[src/rtl/bsg_tag_frame_decoder.sv]
// bsg_tag_frame_decoder
//   Serial-to-parallel receiver for the bsg_tag bitstream (valid & data line).
//   Each frame is a start bit of 1, then id (id_w bits), data_not_reset
//   (1 bit), len (lg_width_p bits) and len payload bits. All fields arrive
//   LSB first. A completed frame is presented once over a valid/ready port.
//
// Ports
//   clk_i            clock, rising edge
//   reset_i          asynchronous active-high reset
//   en_i             bit-accept enable; all state holds while low
//   data_i           serial tag bit, sampled when en_i=1
//   v_o / ready_i    output frame handshake (transfer on v_o & ready_i)
//   client_id_o      frame client id
//   data_not_reset_o frame data_not_reset bit
//   len_o            frame payload length
//   payload_o        payload, bit k = k-th payload bit, bits >= len_o are 0
//   err_o            one-cycle pulse when an over-length frame is discarded
//   overflow_o       sticky, set when a completed frame finds the output busy
module bsg_tag_frame_decoder #(
  parameter int els_p               = 3,
  parameter int lg_width_p          = 4,
  parameter int max_payload_width_p = 10,
  localparam int id_w               = (els_p <= 1) ? 1 : $clog2(els_p)
) (
  input  logic                           clk_i,
  input  logic                           reset_i,
  input  logic                           en_i,
  input  logic                           data_i,
  output logic                           v_o,
  input  logic                           ready_i,
  output logic [id_w-1:0]                client_id_o,
  output logic                           data_not_reset_o,
  output logic [lg_width_p-1:0]          len_o,
  output logic [max_payload_width_p-1:0] payload_o,
  output logic                           err_o,
  output logic                           overflow_o
);

  // The field counter must cover both the id and the length/payload fields.
  localparam int cnt_w = (lg_width_p >= id_w) ? lg_width_p : id_w;

  typedef enum logic [2:0] {
    IDLE,
    ID,
    DNR,
    LEN,
    PAY
  } state_t;

  state_t                         state;
  logic [cnt_w-1:0]               cnt;
  logic [id_w-1:0]                id_r;
  logic                           dnr_r;
  logic [lg_width_p-1:0]          len_r;
  logic [max_payload_width_p-1:0] pay_r;
  logic                           over_r;

  // Field values including the bit being accepted this cycle.
  logic [id_w-1:0]                id_next;
  logic [lg_width_p-1:0]          len_next;
  logic [max_payload_width_p-1:0] pay_next;

  logic id_last;
  logic len_last;
  logic pay_last;
  logic len_over;
  logic done;

  always_comb begin
    id_next  = id_r;
    len_next = len_r;
    pay_next = pay_r;
    for (int unsigned k = 0; k < id_w; k++) begin
      if (state == ID && cnt == cnt_w'(k)) id_next[k] = data_i;
    end
    for (int unsigned k = 0; k < lg_width_p; k++) begin
      if (state == LEN && cnt == cnt_w'(k)) len_next[k] = data_i;
    end
    // Over-length payload bits are consumed but never stored.
    for (int unsigned k = 0; k < max_payload_width_p; k++) begin
      if (state == PAY && !over_r && cnt == cnt_w'(k)) pay_next[k] = data_i;
    end
  end

  assign id_last  = (cnt == cnt_w'(id_w - 1));
  assign len_last = (cnt == cnt_w'(lg_width_p - 1));
  // len_r is never 0 in PAY, so len_r-1 cannot underflow.
  assign pay_last = (cnt == cnt_w'(len_r) - cnt_w'(1));
  assign len_over = (32'(len_next) > 32'(max_payload_width_p));

  assign done = en_i && (((state == LEN) && len_last && (len_next == '0)) ||
                         ((state == PAY) && pay_last));

  always_ff @(posedge clk_i or posedge reset_i) begin
    if (reset_i) begin
      state            <= IDLE;
      cnt              <= '0;
      id_r             <= '0;
      dnr_r            <= 1'b0;
      len_r            <= '0;
      pay_r            <= '0;
      over_r           <= 1'b0;
      v_o              <= 1'b0;
      client_id_o      <= '0;
      data_not_reset_o <= 1'b0;
      len_o            <= '0;
      payload_o        <= '0;
      err_o            <= 1'b0;
      overflow_o       <= 1'b0;
    end else begin
      err_o <= 1'b0;
      if (v_o && ready_i) v_o <= 1'b0;

      if (en_i) begin
        unique case (state)
          IDLE: begin
            if (data_i) begin
              state  <= ID;
              cnt    <= '0;
              pay_r  <= '0;
              over_r <= 1'b0;
            end
          end
          ID: begin
            id_r <= id_next;
            if (id_last) begin
              state <= DNR;
              cnt   <= '0;
            end else begin
              cnt <= cnt + cnt_w'(1);
            end
          end
          DNR: begin
            dnr_r <= data_i;
            state <= LEN;
            cnt   <= '0;
          end
          LEN: begin
            len_r <= len_next;
            if (len_last) begin
              cnt    <= '0;
              over_r <= len_over;
              state  <= (len_next == '0) ? IDLE : PAY;
            end else begin
              cnt <= cnt + cnt_w'(1);
            end
          end
          PAY: begin
            pay_r <= pay_next;
            if (pay_last) begin
              state <= IDLE;
              cnt   <= '0;
            end else begin
              cnt <= cnt + cnt_w'(1);
            end
          end
          default: begin
            state <= IDLE;
            cnt   <= '0;
          end
        endcase
      end

      // Completion: a handshake in the same cycle frees the single output
      // slot, so the new frame may load while v_o stays high.
      if (done) begin
        if (state == PAY && over_r) begin
          err_o <= 1'b1;
        end else if (!v_o || ready_i) begin
          v_o              <= 1'b1;
          client_id_o      <= id_r;
          data_not_reset_o <= dnr_r;
          len_o            <= len_next;
          payload_o        <= pay_next;
        end else begin
          overflow_o <= 1'b1;
        end
      end
    end
  end

endmodule

[config.mk]
export PLATFORM = sky130hd
export DESIGN_NAME = bsg_tag_frame_decoder
export DESIGN_NICKNAME = d
export VERILOG_FILES = /design/src/rtl/bsg_tag_frame_decoder.sv
export SDC_FILE = /design/constraint.sdc
export NUM_CORES = 1
export LEC_CHECK = 0
export CAP_MARGIN = 20
export CORE_MARGIN = 3
export CORE_UTILIZATION = 48
export CTS_CLUSTER_DIAMETER = 30
export DETAILED_ROUTE_END_ITERATION = 16
export GPL_TIMING_DRIVEN = 0
export PLACE_DENSITY = 0.69
export SETUP_SLACK_MARGIN = 0.05
export SLEW_MARGIN = 10
export SYNTH_ARGS = -nofsm -noshare
export SYNTH_HDL_FRONTEND = slang
export SYNTH_SLANG_ARGS = --single-unit
export TNS_END_PERCENT = 10
[constraint.sdc]
create_clock -name clk_i -period 3.33 [get_ports clk_i]
set_input_delay 0.999 -clock clk_i [delete_from_list [all_inputs] [get_ports clk_i]]
set_output_delay 0.999 -clock clk_i [all_outputs]
set_load 0.03 [all_outputs]
==> flow_summary.yaml <==
synth:
  netlist_instances: 236
  synth_edf_count: 0
  synth_top_area_cell: "dfrtp_1"
  synth_warnings: 0
  postSynth.asyncResetShare: 1.00
  synth_top_area_frac: 0.447
  synth-seq-cells: 45
  synth_top_cells_by_area: "dfrtp_1 45%, mux2_2 8.5%, o21ai_0 4.8%, mux2_4 4.8%, nand2_1 3.7%"
  seq_area_frac_synth: 0.447
  syn-num-nets: 246
  avgSynthCellArea_um2: 10.7
  synth_cell_type_count: 54
  syn-cell-area_um2: 2520
  synth-main-ff-cell: "dfrtp_1"
finish:
  n_antenna_cell: 0
  layout_commonest_cell: "dfrtp_1"
  fin_nets: 277
  fillers: 437
  layout_common_cells: "45 x dfrtp_1, 25 x nand2_1, 24 x o21ai_0, 23 x clkdlybuf4s50_1, 19 x mux2_2"
  syn2layout_area_growth_pct: 17.1
  drive_gt1_frac: 0.187
worst_setup_path:
  crit_buf_inv: 1
  required_ns: 3.52
  cpLargestDelayFamily: "compound AO/OA/AOI/OAI gates"
  worst-setup-path-type: "input pin to flop"
  cpPeakStageDelay_ns: 0.83
  cp_cell_sequence: "clkdlybuf4s50_1 -> o41ai_1 -> a221oi_2 -> nand2_1 -> mux2_2"
  start_kind: "input pin"
  end_kind: "flop"
  crit_fanout: 6
  cp.arrival_ns: 2.96
  cpMaxStageDelayCell: "o41ai_1"
placement:
  hpwlAfterDp_um: 3810
  dp_slack_ns: 0.280
  gp_congestion: 0.891
  portBuffers: 23
run:
  maxCapViolCount: 0
power_and_ir_drop:
  finalPower_mw: 1.87
  p_leak_nw: 1.31
  ir_drop_v: 0.000420
  power_density_nw_per_um2: 633
detailed_routing:
  dr_total_vias: 1921
  drc_errors: 0
  drtIter0Drc: 145
  wl_um: 5320
  via_per_inst: 5.73
  routedWlPerCell_um: 15.9
  final_antenna_net_count: 0
  dr.pass1.iters: 4
cts:
  cts_root_buf: "clkbuf_8"
  insertion_delay_ns: 0.31
  clkTransAtPathRegs_ns: 0.09
  hold_buffers: 0
  post-cts-setup-buffers: 0
  numCtsBuffers: 5
  cts_resized: 0
  tritoncts: "done"
  clk_path_buf_depth: 2
  ctsHtreeMaxLevel: 2
  cts_sinks: 45
timing:
  rsz0062_at_grt: "no"
  tns_ns: 0
  min_period_ns: 2.77
  skew_ns: 0.00937
  setup_viol: 0
  hold_viol: 0
  slew_viol_final: 0
  worstMarginPinSlew_ns: 0.982
  hold_slack_ns: 0.485
  relSlewSlack: 0.337
  fmax_mhz: 361
  min_period_over_period: 0.831
  setup_ws_ns: 0.562
floorplanning:
  initial_core_util: 0.513
  core-area_um2: 4910
  pin_count: 25
  dieArea_um2: 6160
  die-width_um: 78.5
  rows: 25
  die-height_um: 78.5
global_routing:
  grt_pass1_wl_um: 9130
  grt_util_met1: 0.276
  grt_max_degree: 30
  grt_pass1_vias: 1805
  grt_overflow: 0
  grt_use_met3: 0.0505
  grt_util_met2: 0.272
  top_usage_layer: "met1"
  antenna_found_initial: 0
  grt_usage: 0.188
status:
  status: "finished clean"
min_path:
  hp-class: "flop to flop"
## Yosys cell counts (2+ instances only)
master and count:
o22ai_1 2, ha_1 5, nand3_1 7, inv_1 8, nor4b_1 2, mux2_2 19
a21oi_1 12, nor3_1 4, nor2_1 8, clkbuf_1 8, buf_2 2, a21o_1 3
nand2_1 25, o31ai_1 2, xor2_1 2, mux2i_1 4, nor3b_1 2, o21ai_0 24
mux2_4 8, or3_1 2, mux2_1 3, o21ai_1 2, nand4_1 4, o41ai_1 2
xnor2_1 2, or3b_2 2, dfrtp_1 45
## worst min-delay path: stages (launching register included)
cell	delay, ns
dfrtp_1	0.35
nand2_1	0.04
o21ai_0	0.06
## cells by family (layout without fill, tap and decap cells)
group | count (synthesis) | count (layout) | share of synthesized area
and+or+nand+nor | 69 | 69 | 0.161
AOI/OAI and AO/OA | 57 | 57 | 0.139
DFF | 45 | 45 | 0.447
muxes | 34 | 34 | 0.162
buffers and inverters | 21 | 53 | 0.0432
adders and majority gates | 5 | 5 | 0.0248
xor gates and xnor gates | 5 | 5 | 0.0228
## path summary, 6_finish.rpt
| path | from | to | slack [ns] | cells past startpoint |
|---|---|---|---|---|
| worst max-delay path | data_i | id_r[1] | 0.56 | 5 |
| worst min-delay path | pay_r[9] | pay_r[9] | 0.48 | 2 |
| worst max register to register | cnt[0] | payload_o[0] | 0.57 | 10 |
| worst min register to register | pay_r[9] | pay_r[9] | 0.48 | 2 |
| max in group asynchronous | reset_i | pay_r[6] | 1.87 | 3 |
| min in group asynchronous | reset_i | cnt[3] | 0.99 | 2 |
## metrics by stage
stage                     instance area (um2)   util  cells
after floorplan                          2520      -    236
after global placement                   2830  0.577    326
after detailed placement                 2850  0.581    327
after CTS                                2950  0.601    335
after global routing                     2950  0.601    335
final                                    2950  0.601    335
## area by class of cell
type | count | area [um2] | area share
buffer | 13 | 78.8 | 0.0267
clock buffer | 6 | 82.6 | 0.0280
clock inverter | 2 | 13.8 | 0.00466
inverter | 8 | 30.0 | 0.0102
multi-input combinational | 170 | 1280 | 0.436
sequential | 45 | 1130 | 0.382
tap | 67 | 83.8 | 0.0284
timing repair buffer | 24 | 250 | 0.0848
## flip-flops by register name, indices dropped and copies added (netlist names), 2 cells and up
register and count:
pay_r 10, payload_o 10, cnt 4, len_o 4
len_r 4, state 3, client_id_o 2, id_r 2
## power breakdown
part | leakage, nW | total, mW | switching, mW | internal (mW)
clock network | 0.0512 | 0.365 | 0.197 | 0.168
registers | 0.597 | 0.719 | 0.0828 | 0.636
logic | 0.662 | 0.784 | 0.469 | 0.315
total | 1.31 | 1.87 | 0.749 | 1.12
## per-layer routing
metal | share of wire | up-vias
met5 | 0 | -
met4 | 0.016 | 0
met3 | 0.058 | 11
met2 | 0.44 | 55
met1 | 0.49 | 932
li1 | - | 923
Power figures use the tool's default switching activity.
